### config.mk
export PLATFORM = sky130hd
export DESIGN_NAME = grid_write_arbiter
export DESIGN_NICKNAME = d
export VERILOG_FILES = /design/src/rtl/grid_write_arbiter.sv
export SDC_FILE = /design/constraint.sdc
export NUM_CORES = 1
export LEC_CHECK = 0
export CAP_MARGIN = 20
export CORE_MARGIN = 2
export CORE_UTILIZATION = 47
export CTS_CLUSTER_SIZE = 30
export DETAILED_ROUTE_END_ITERATION = 10
export PLACE_DENSITY = 0.79
export SYNTH_ARGS = -nofsm -noshare
export SYNTH_HDL_FRONTEND = slang
export SYNTH_SLANG_ARGS = --single-unit
### constraint.sdc
create_clock -name pixel_clk_in -period 3 [get_ports pixel_clk_in]
set_clock_uncertainty 0.2 [all_clocks]
set_input_delay 0.6 -clock pixel_clk_in [delete_from_list [all_inputs] [get_ports pixel_clk_in]]
set_output_delay 0.6 -clock pixel_clk_in [all_outputs]
set_load 0.02 [all_outputs]
### src/rtl/grid_write_arbiter.sv
// grid_write_arbiter: shares the single character-grid write port
// (tg_we/tg_addr/tg_input) between the terminal controller and the processor
// MMIO writer, and sequences a full-grid clear with CLEAR_CHAR.
// Grants are combinational (ready-style) so a requester can present its next
// write in the grant cycle; the grid write follows one cycle later from
// registered outputs.
// Optional build macro: GRID_ARB_FIXED_PRIO_EN -- terminal always wins ties
// (no round-robin pointer). Default build: round-robin between requesters.
module grid_write_arbiter #(
  parameter int         SCREEN_WIDTH  = 76,
  parameter int         SCREEN_HEIGHT = 256,
  parameter logic [7:0] CLEAR_CHAR    = 8'h20,
  parameter int         ADDR_W        = $clog2(SCREEN_WIDTH * SCREEN_HEIGHT)
) (
  input  logic              pixel_clk_in,
  input  logic              rst_in,
  input  logic              term_req,
  input  logic [ADDR_W-1:0] term_addr,
  input  logic [7:0]        term_data,
  output logic              term_gnt,
  input  logic              proc_req,
  input  logic [ADDR_W-1:0] proc_addr,
  input  logic [7:0]        proc_data,
  output logic              proc_gnt,
  input  logic              clear_start,
  output logic              clear_busy,
  output logic              clear_done,
  output logic              oor_drop,
  output logic              tg_we,
  output logic [ADDR_W-1:0] tg_addr,
  output logic [7:0]        tg_input
);

  localparam int GRID_CELLS = SCREEN_WIDTH * SCREEN_HEIGHT;
  // One bit wider than an address so the cell count itself is representable.
  localparam logic [ADDR_W:0] CELLS_EXT = (ADDR_W + 1)'(GRID_CELLS);

  typedef enum logic {
    ST_IDLE  = 1'b0,
    ST_CLEAR = 1'b1
  } state_t;

  state_t            state;
  logic [ADDR_W:0]   clear_cnt;
  logic              term_win;
  logic              proc_win;
  logic [ADDR_W-1:0] win_addr;
  logic [7:0]        win_data;
  logic              win_in_range;

`ifndef GRID_ARB_FIXED_PRIO_EN
  // High when the processor should win the next tie (terminal granted last).
  logic favour_proc;
`endif

  // Pick at most one winner per cycle; only in IDLE and never when a clear starts.
  always_comb begin
    // NOTE: every signal written here gets a default first, so no path leaves it
    // unassigned -- that is what keeps a combinational block from inferring a latch.
    term_win = 1'b0;
    proc_win = 1'b0;
    if (state == ST_IDLE && !clear_start) begin
      if (term_req && proc_req) begin
`ifdef GRID_ARB_FIXED_PRIO_EN
        term_win = 1'b1;
`else
        term_win = !favour_proc;
        proc_win = favour_proc;
`endif
      end else begin
        term_win = term_req;
        proc_win = proc_req;
      end
    end
  end

  assign win_addr     = proc_win ? proc_addr : term_addr;
  assign win_data     = proc_win ? proc_data : term_data;
  assign win_in_range = ({1'b0, win_addr} < CELLS_EXT);

  // Grants are forced low while reset is asserted so all outputs read 0 at once.
  assign term_gnt = rst_in & term_win;
  assign proc_gnt = rst_in & proc_win;

`ifndef GRID_ARB_FIXED_PRIO_EN
  // Round-robin pointer: favour whichever requester was not granted most recently.
  always_ff @(posedge pixel_clk_in or negedge rst_in) begin
    if (!rst_in) begin
      favour_proc <= 1'b0;
    end else if (term_win) begin
      favour_proc <= 1'b1;
    end else if (proc_win) begin
      favour_proc <= 1'b0;
    end
  end
`endif

  // Main FSM: registered grid write from a grant, or the clear address sweep.
  always_ff @(posedge pixel_clk_in or negedge rst_in) begin
    // NOTE: state is updated with non-blocking assignments so every flop samples
    // the pre-edge values, independent of statement order in this block.
    if (!rst_in) begin
      state      <= ST_IDLE;
      clear_cnt  <= '0;
      clear_busy <= 1'b0;
      clear_done <= 1'b0;
      oor_drop   <= 1'b0;
      tg_we      <= 1'b0;
      tg_addr    <= '0;
      tg_input   <= '0;
    end else begin
      tg_we      <= 1'b0;
      oor_drop   <= 1'b0;
      clear_done <= 1'b0;
      case (state)
        ST_IDLE: begin
          if (clear_start) begin
            state      <= ST_CLEAR;
            clear_busy <= 1'b1;
            clear_cnt  <= '0;
          end else if (term_win || proc_win) begin
            if (win_in_range) begin
              tg_we    <= 1'b1;
              tg_addr  <= win_addr;
              tg_input <= win_data;
            end else begin
              // Address and data hold their previous values on a dropped write.
              oor_drop <= 1'b1;
            end
          end
        end
        ST_CLEAR: begin
          if (clear_cnt == CELLS_EXT) begin
            // Last cell was written in the cycle now ending.
            state      <= ST_IDLE;
            clear_busy <= 1'b0;
            clear_done <= 1'b1;
            clear_cnt  <= '0;
          end else begin
            tg_we     <= 1'b1;
            tg_addr   <= clear_cnt[ADDR_W-1:0];
            tg_input  <= CLEAR_CHAR;
            clear_cnt <= clear_cnt + 1'b1;
          end
        end
        default: state <= ST_IDLE;
      endcase
    end
  end

endmodule

==> results of run 1 <==
## worst max-delay path: cells and delay by family, from the launching register on
kind | cells | cell delay, ns
AOI/OAI and AO/OA | 2 | 0.76
and+or+nand+nor | 1 | 0.60
DFF | 1 | 0.47
muxes | 1 | 0.35
buffers and inverters | 1 | 0.25
## per-stage QoR
step           cell area (sq um)  setup TNS [ns]  worst slack, ns
6_report                    3590               0            0.258
5_1_grt                     3590               0            0.197
4_1_cts                     3590               0           0.0190
3_5_place_dp                3490         -0.0247          -0.0247
3_3_place_gp                3490               0           0.0207
2_1_floorplan               2580               0            0.138
## power breakdown
part	internal, mW	leakage (nW)	switching (mW)
Sequential	0.743	0.549	0.146
Clock	0.208	0.0542	0.208
Combinational	0.374	0.889	0.325
## area by class of cell
type                       count  share of cell area
clock inverter                 1             0.00139
tap                           70              0.0244
sequential                    45               0.314
inverter                      18              0.0188
clock buffer                   7              0.0268
timing repair buffer          95               0.253
multi-input combinational    176               0.362
## metal layers
metal,track usage,wire length (um)
met1,0.299,2990
met2,0.432,3530
met3,0.0437,513
met4,0.0912,161
met5,0,0
## layout by cell type (no fill, tap or decap), drive strengths merged, types with 2 or more instances in the layout
| cell type | Yosys | final |
|---|---|---|
| nand4 | 2 | 2 |
| a211oi | 2 | 2 |
| dfrtp | 45 | 45 |
| a31o | 2 | 2 |
| a31oi | 11 | 11 |
| inv | 18 | 18 |
| mux2 | 13 | 13 |
| or4b | 2 | 2 |
| a311oi | 13 | 13 |
| nor4 | 4 | 4 |
| clkbuf | 14 | 7 |
| a21oi | 12 | 12 |
| a21o | 2 | 2 |
| and3 | 2 | 2 |
| clkdlybuf4s50 | 0 | 76 |
| a221oi | 15 | 15 |
| o21bai | 2 | 2 |
| and2 | 2 | 2 |
| ha | 2 | 2 |
| or3 | 2 | 2 |
| a211o | 2 | 2 |
| o2bb2ai | 7 | 7 |
| nor2b | 2 | 2 |
| nand3 | 7 | 7 |
| nand2 | 9 | 9 |
| nor3 | 2 | 2 |
| nand2b | 4 | 4 |
| o21ai | 8 | 8 |
| buf | 5 | 17 |
| or4 | 2 | 2 |
| nor2 | 23 | 23 |
| mux2i | 10 | 10 |
## final timing paths
| check | from | endpoint | slack (ns) | cells past startpoint |
|---|---|---|---|---|
| worst max-delay path | clear_cnt[9] | tg_addr[8] | 0.26 | 5 |
| min in group pixel_clk_in | tg_input[6] | tg_input[6] | 0.29 | 1 |
| worst max register to register | clear_cnt[9] | tg_addr[8] | 0.26 | 5 |
| worst min register to register | tg_input[6] | tg_input[6] | 0.29 | 1 |
| max in group asynchronous | rst_in | clear_cnt[4] | 2.09 | 2 |
| worst min-delay path | rst_in | clear_busy | 0.11 | 2 |
## cells by family after synthesis
group                      synth area share
DFF                                   0.436
adders and majority gates           0.00970
buffers and inverters                0.0601
and+or+nand+nor                       0.128
AOI/OAI and AO/OA                     0.257
muxes                                 0.109
## cell usage after synthesis (all sizes together), types with 4 or more instances
cell type,count,area share
dfrtp,45,0.44
nor2,23,0.033
inv,18,0.026
a221oi,15,0.051
clkbuf,14,0.020
a311oi,13,0.044
mux2,13,0.070
a21oi,12,0.023
a31oi,11,0.027
mux2i,10,0.039
nand2,9,0.013
o21ai,8,0.016
nand3,7,0.014
o2bb2ai,7,0.024
buf,5,0.014
nand2b,4,0.0097
nor4,4,0.0097
## flip-flops by register name, indices dropped and copies added (netlist names)
register     flops
clear_busy       1
clear_cnt       16
clear_done       1
favour_proc      1
oor_drop         1
state            1
tg_addr         15
tg_input         8
tg_we            1
## what timing repair did
action                                  in CTS  in global routing
buffers inserted                             0                  0
resized for setup                            1                  2
endpoints found under the setup margin       1                  1
endpoints found under the hold margin        0                  0
==> results.sh, run 1 <==
export IMPL_die_h_um=78.1
export IMPL_grt_overflow=0
export IMPL_vias_per_cell=5.94
export IMPL_io_pin_count=80
export IMPL_vias=2447
export IMPL_h_tree_depth=2
export IMPL_hold_class="primary input to asynchronous set/reset pin"
export IMPL_clock_fmax_mhz=365
export IMPL_yosys_register_bits=45
export IMPL_rows=26
export IMPL_syn_avg_cell_area_sq_um=10.0
export IMPL_place_port_buffers=79
export IMPL_num_fill_cells=417
export IMPL_drtAntennaViolNets=0
export IMPL_synth_area_sq_um=2580
export IMPL_drc=0
export IMPL_drive_above_1_share=0.135
export IMPL_clk_latency_ns=0.30
export IMPL_crit_type="flop to flop"
export IMPL_cts_sinks=45
export IMPL_multiInputGateArea_sq_um=1300
export IMPL_grt_antenna_before_repair=0
export IMPL_rsz0062_at_grt="no"
export IMPL_synthCells=258
export IMPL_stdcell_count=412
export IMPL_utilization=0.690
export IMPL_grt_pass1_wl_um=11800
export IMPL_setup_violations_final=0
export IMPL_synth_enable_flop_cells=0
export IMPL_cts_inserted_buffers=5
export IMPL_p_leak_nw=1.49
export IMPL_seq_area_sq_um=1130
export IMPL_ir_worst_vdd_mv=0.415
export IMPL_critical_path_cell_chain="or4b_4 > o41a_1 > a211oi_4 > buf_4 > mux2_2"
export IMPL_grt_max_degree=47
export IMPL_p_per_area_nw_per_um2=558
export IMPL_cp_slowest_cell="or4b_4"
export IMPL_die_w_um=78.1
export IMPL_status="finished clean"
export IMPL_clock_root_buffer="clkbuf_8"
export IMPL_start_util=0.496
export IMPL_wl_per_cell_um=17.5
export IMPL_p_total_mw=2.00
export IMPL_grt_use_total=0.245
export IMPL_cp_end_kind="flop"
export IMPL_slew_violations=0
export IMPL_cp_data_arrival_time_ns=2.73
export IMPL_synthFlopType="dfrtp_1"
export IMPL_core_area_sq_um=5200
export IMPL_dp_cells=404
export IMPL_tightest_slew_ns=0.634
export IMPL_ctsHoldBuffers=0
export IMPL_floorplan_die_area_sq_um=6100
export IMPL_post_route_min_period_ns=2.74
export IMPL_maxCapViolCount=0
export IMPL_place_congestion=0.860
export IMPL_max_stage_delay_ns=0.60
export IMPL_synth_seq_area_share=0.436
export IMPL_async_reset_ff_frac=1.00
export IMPL_drt_iter0_drc=154
export IMPL_nets=394
export IMPL_yosysWarnings=0
export IMPL_relSlewSlack=0.574
export IMPL_wirelength_um=7190
export IMPL_clockBufferDepth=2
export IMPL_synth_nets=311
export IMPL_antenna_cells=0
export IMPL_hpwlAfterDp_um=5360
export IMPL_cts_tree="built"
export IMPL_cp_data_required_time_ns=2.99
export IMPL_ys_types=48
export IMPL_syn_to_final_growth_pct=39.2
export IMPL_hold_viol_final=0
export IMPL_whs_ns=0.111
export IMPL_grt_pass1_vias=2468
export IMPL_start_kind="flop"
export IMPL_crit_fanout=15
export IMPL_cts_clk_slew_worst_paths_ns=0.08
export IMPL_firstDrtPassIters=4
export IMPL_fin_crit_sh=0.914
(Power assumes the default switching activity.)
==> inputs of run 2 (changes only) <==
--- a/config.mk
+++ b/config.mk
@@ -10,6 +10,7 @@
 export CORE_UTILIZATION = 47
 export CTS_CLUSTER_SIZE = 30
 export DETAILED_ROUTE_END_ITERATION = 10
+export GPL_TIMING_DRIVEN = 0
 export PLACE_DENSITY = 0.79
 export SYNTH_ARGS = -nofsm -noshare
 export SYNTH_HDL_FRONTEND = slang
==> constraint.sdc (replaced) <==
create_clock -name pixel_clk_in -period 2.67 [get_ports pixel_clk_in]
set_clock_uncertainty 0.2 [all_clocks]
set_input_delay 0.534 -clock pixel_clk_in [delete_from_list [all_inputs] [get_ports pixel_clk_in]]
set_output_delay 0.534 -clock pixel_clk_in [all_outputs]
set_load 0.02 [all_outputs]
==> run 2 against run 1 <==
- via count grew 9.4%
- cell count increased by 3.9%
- maximum frequency increased by 3.0%
- wire length up 12%
- cell area up 5.4%
- worst setup slack got worse by 0.25 ns
- critical endpoint is now tg_addr[11]
- largest power group unchanged
==> results.sh, run 2 (synthesis results as in run 1) <==
export IMPL_cts_inserted_buffers=5
export IMPL_setup_violations_final=0
export IMPL_core_area_sq_um=5200
export IMPL_clock_fmax_mhz=376
export IMPL_syn_to_final_growth_pct=46.8
export IMPL_hold_class="flop to flop"
export IMPL_clockBufferDepth=2
export IMPL_stdcell_count=428
export IMPL_grt_pass1_wl_um=12800
export IMPL_antenna_cells=0
export IMPL_clock_root_buffer="clkbuf_8"
export IMPL_floorplan_die_area_sq_um=6100
export IMPL_relSlewSlack=0.383
export IMPL_top_register="clear_cnt"
export IMPL_cp_data_arrival_time_ns=2.66
export IMPL_rows=26
export IMPL_status="finished clean"
export IMPL_nets=410
export IMPL_utilization=0.727
export IMPL_cp_end_kind="flop"
export IMPL_cts_sinks=45
export IMPL_maxCapViolCount=0
export IMPL_fin_crit_sh=0.997
export IMPL_grt_antenna_before_repair=0
export IMPL_vias=2676
export IMPL_p_per_area_nw_per_um2=637
export IMPL_final_common_cell="clkdlybuf4s50_1"
export IMPL_h_tree_depth=2
export IMPL_p_comb_frac=0.366
export IMPL_slew_violations=0
export IMPL_cp_data_required_time_ns=2.67
export IMPL_post_route_min_period_ns=2.66
export IMPL_vias_per_cell=6.25
export IMPL_grt_pass1_vias=2628
export IMPL_crit_fanout=6
export IMPL_firstDrtPassIters=6
export IMPL_p_leak_nw=1.55
export IMPL_tightest_slew_ns=0.915
export IMPL_p_sw_frac=0.329
export IMPL_cts_clk_slew_worst_paths_ns=0.09
export IMPL_clockPowerShare=0.225
export IMPL_drt_iter0_drc=250
export IMPL_dpl_cell_area_sq_um=3460
export IMPL_switchingPower_mw=0.794
export IMPL_internal_power_mw=1.62
export IMPL_whs_ns=0.291
export IMPL_start_kind="flop"
export IMPL_wl_per_cell_um=18.9
export IMPL_die_h_um=78.1
export IMPL_drtAntennaViolNets=0
export IMPL_die_w_um=78.1
export IMPL_hpwlAfterDp_um=5440
export IMPL_cts_tree="built"
export IMPL_layout_common_cells="clkdlybuf4s50_1 (73), dfrtp_1 (41), nor2_1 (22)"
export IMPL_start_util=0.496
export IMPL_drc=0
export IMPL_place_port_buffers=78
export IMPL_largest_reg_flops=16
export IMPL_dp_cells=407
export IMPL_crit_type="flop to flop"
export IMPL_grt_max_degree=32
export IMPL_rsz0062_at_grt="yes"
export IMPL_place_congestion=0.873
export IMPL_seq_power_share=0.409
export IMPL_final_cell_area_sq_um=3790
export IMPL_reg_top3="clear_cnt x16, tg_addr x15, tg_input x8"
export IMPL_hold_viol_final=0
export IMPL_drive_above_1_share=0.168
export IMPL_ir_worst_vdd_mv=0.718
export IMPL_wirelength_um=8090
export IMPL_grt_use_total=0.268
export IMPL_io_pin_count=80
export IMPL_clk_latency_ns=0.31
export IMPL_grt_overflow=0
==> run 2: changes by cell type in the layout (fill, tap and decap cells not counted), sizes merged, moves of 2 or more <==
cell | before | now
clkbuf | 7 | 21
dlygate4sd3 | 0 | 2
clkdlybuf4s15 | 0 | 2
clkdlybuf4s50 | 76 | 73
==> run 2: worst max-delay path: stages (launching register included) <==
cell and delay (ns):
dfrtp_2 0.45, or4b_4 0.56, o41a_1 0.51, a211oi_4 0.33
buf_6 0.21, mux2_4 0.30
==> run 2: cell type report <==
| type | instances | area (sq um) |
|---|---|---|
| inverters | 18 | 67.6 |
| clock inverters | 1 | 30.0 |
| fillers | 375 | 1420 |
| multi-input cells | 176 | 1330 |
| clock buffers | 7 | 86.3 |
| repair buffers | 93 | 935 |
| well taps | 70 | 87.6 |
| plain buffers | 18 | 115 |
| flip-flops and latches | 45 | 1130 |
==> run 2: power groups by stage <==
stage	Clock, mW	Combinational (mW)	Sequential, mW
2_1_floorplan	0	0.367	1.06
3_3_place_gp	0	0.776	0.991
3_5_place_dp	0	0.796	0.999
4_1_cts	0.545	0.855	0.980
5_1_grt	0.581	0.951	1.01
6_report	0.542	0.882	0.987
==> run 2: what timing repair did <==
action | 4_1_cts | 5_1_grt
hold endpoints to repair | 16 | 0
hold buffers | 2 | 0
gates cloned | 1 | 1
resized for setup | 27 | 11
endpoints found under the setup margin | 33 | 33
buffers inserted | 9 | 1
pin swaps | 4 | 1
==> run 2: metal layers <==
metal | global-route usage | part of all wire
met1 | 0.352 | 0.41
met2 | 0.442 | 0.48
met3 | 0.0540 | 0.085
met4 | 0.0947 | 0.020
met5 | 0 | 0
==> run 2: path summary, 6_finish.rpt <==
| kind | to | cells past startpoint | start | slack (ns) |
|---|---|---|---|---|
| max | tg_addr[11] | 5 | clear_cnt[12] | 0.009 |
| min | tg_input[1] | 1 | tg_input[1] | 0.29 |
| max reg2reg | tg_addr[11] | 5 | clear_cnt[12] | 0.009 |
| min reg2reg | tg_input[1] | 1 | tg_input[1] | 0.29 |
| max in group asynchronous | clear_cnt[4] | 3 | rst_in | 0.46 |
| min in group asynchronous | tg_addr[1] | 3 | rst_in | 0.58 |
==> run 2: metrics by stage <==
step	worst slack [ns]	setup TNS, ns	total power, mW
finish	0.00852	0	2.41
global route	-0.0649	-0.138	2.55
CTS	0.00821	0	2.38
detailed placement	-1.10	-9.71	1.80
global placement	-1.54	-25.47	1.77
floorplan	0.0237	0	1.43
==> inputs of run 3 (changes only) <==
--- a/config.mk
+++ b/config.mk
@@ -15,3 +15,4 @@
 export SYNTH_ARGS = -nofsm -noshare
 export SYNTH_HDL_FRONTEND = slang
 export SYNTH_SLANG_ARGS = --single-unit
+export TNS_END_PERCENT = 10
==> run 3 against run 2 <==
- combinational power grew 2.6%
- maximum frequency shrank 0.12%
- die area is the same
- worst setup slack lost 0.0031 ns
- wire length shrank 1.4%
- power grew 1.0%
- sequential share of layout area grew 0.066 points
- cell area shrank 0.33%
- register-to-register slack is essentially flat
- first-iteration DRC count shrank 16%
- worst hold slack lost 0.00056 ns
- non-clock buffer count grew 1
- largest cell class unchanged
==> results.sh, run 3 (synthesis results as in run 1) <==
export IMPL_grt_pass1_wl_um=12800
export IMPL_antenna_cells=0
export IMPL_hold_viol_final=0
export IMPL_ir_worst_vdd_mv=0.731
export IMPL_floorplan_die_area_sq_um=6100
export IMPL_grt_max_degree=32
export IMPL_cp_depth=6
export IMPL_cp_data_arrival_time_ns=2.66
export IMPL_rows=26
export IMPL_place_congestion=0.873
export IMPL_grt_pass1_vias=2623
export IMPL_largest_reg_flops=16
export IMPL_die_h_um=78.1
export IMPL_core_area_sq_um=5200
export IMPL_grt_antenna_before_repair=0
export IMPL_seq_area_sq_um=1130
export IMPL_critical_path_top_delay_family="compound AO/OA/AOI/OAI gates"
export IMPL_reg2reg_depth=6
export IMPL_final_common_cell="clkdlybuf4s50_1"
export IMPL_stdcell_count=429
export IMPL_status="finished clean"
export IMPL_rsz0062_at_grt="yes"
export IMPL_cts_clk_slew_worst_paths_ns=0.08
export IMPL_vias_per_cell=6.14
export IMPL_start_kind="flop"
export IMPL_clockBufferDepth=2
export IMPL_critical_path_cell_chain="buf_6 > or4b_4 > o41a_1 > a211oi_4 > buf_6 > mux2_4"
export IMPL_cts_sinks=45
export IMPL_wirelength_um=7980
export IMPL_cp_slowest_cell="or4b_4"
export IMPL_p_per_area_nw_per_um2=645
export IMPL_hpwlAfterDp_um=5440
export IMPL_crit_fanout=7
export IMPL_vias=2636
export IMPL_clock_root_buffer="clkbuf_8"
export IMPL_top_register="clear_cnt"
export IMPL_drtAntennaViolNets=0
export IMPL_firstDrtPassIters=4
export IMPL_min_path_cells=1
export IMPL_layout_common_cells="clkdlybuf4s50_1 (73), dfrtp_1 (42), nor2_1 (22)"
export IMPL_hold_class="flop to flop"
export IMPL_reg2reg_slack_ns=0.005
export IMPL_multiInputGateArea_sq_um=1330
export IMPL_die_w_um=78.1
export IMPL_critPathMostFrequentCell="buf_6"
export IMPL_io_pin_count=80
export IMPL_cp_data_required_time_ns=2.66
export IMPL_dp_cells=407
export IMPL_drive_above_1_share=0.164
export IMPL_slew_violations=0
export IMPL_setup_violations_final=0
export IMPL_p_total_mw=2.43
export IMPL_drc=0
export IMPL_start_util=0.496
export IMPL_nets=411
export IMPL_grt_overflow=0
export IMPL_path_buf_inv=2
export IMPL_max_stage_delay_ns=0.52
export IMPL_drt_iter0_drc=210
export IMPL_fin_crit_sh=0.998
export IMPL_place_port_buffers=78
export IMPL_crit_type="flop to flop"
export IMPL_cp_end_kind="flop"
export IMPL_cts_inserted_buffers=5
export IMPL_cts_tree="built"
export IMPL_syn_to_final_growth_pct=46.3
export IMPL_p_leak_nw=1.55
export IMPL_maxCapViolCount=0
export IMPL_clock_fmax_mhz=375
export IMPL_relSlewSlack=0.390
export IMPL_clk_latency_ns=0.31
export IMPL_tightest_slew_ns=0.905
export IMPL_reg_top3="clear_cnt x16, tg_addr x15, tg_input x8"
export IMPL_h_tree_depth=2
export IMPL_utilization=0.725
export IMPL_num_fill_cells=373
export IMPL_grt_use_total=0.267
export IMPL_post_route_min_period_ns=2.66
export IMPL_wl_per_cell_um=18.6
## run 3: worst paths after layout
check / start / endpoint
hold reg to reg: tg_input[1] / tg_input[1]
min in group asynchronous: rst_in / tg_input[3]
setup / recovery: clear_cnt[9] / tg_addr[14]
max in group asynchronous: rst_in / clear_cnt[6]
hold / removal: tg_input[1] / tg_input[1]
setup reg to reg: clear_cnt[9] / tg_addr[14]
## run 3: layer usage
layer,track usage,up-vias,share of wire
met5,0,-,0
met4,0.0947,0,0.017
met3,0.0540,12,0.087
met2,0.441,151,0.48
met1,0.351,1288,0.41
li1,-,1185,-
## run 3: layout make-up
class | instances | area share
Clock buffer | 7 | 0.0229
Timing Repair Buffer | 94 | 0.245
Clock inverter | 1 | 0.00796
Inverter | 18 | 0.0179
Sequential cell | 45 | 0.299
Tap cell | 70 | 0.0232
Multi-Input combinational cell | 176 | 0.353
Buffer | 18 | 0.0302
## run 3: power breakdown
group / switching, mW / internal, mW
Clock: 0.235 / 0.305
Sequential: 0.152 / 0.838
Combinational: 0.415 / 0.489
## run 3: through the flow
stage          area, sq um  setup WS, ns  hold WS (ns)  TNS (ns)
6_report              3770       0.00544         0.290         0
5_1_grt               3770       -0.0513         0.304    -0.489
4_1_cts               3720       -0.0260         0.297   -0.0888
3_5_place_dp          3460         -1.10         0.278     -9.71
3_3_place_gp          3450         -1.54         0.271    -25.47
2_1_floorplan         2580        0.0237        0.0384         0
## run 3: timing repair
item	in CTS	in global routing
hold buffers	2	0
setup buffers	8	4
gates cloned	1	0
resized for setup	26	10
endpoints found under the setup margin	33	33
hold endpoints to repair	16	0
pin swaps	3	3
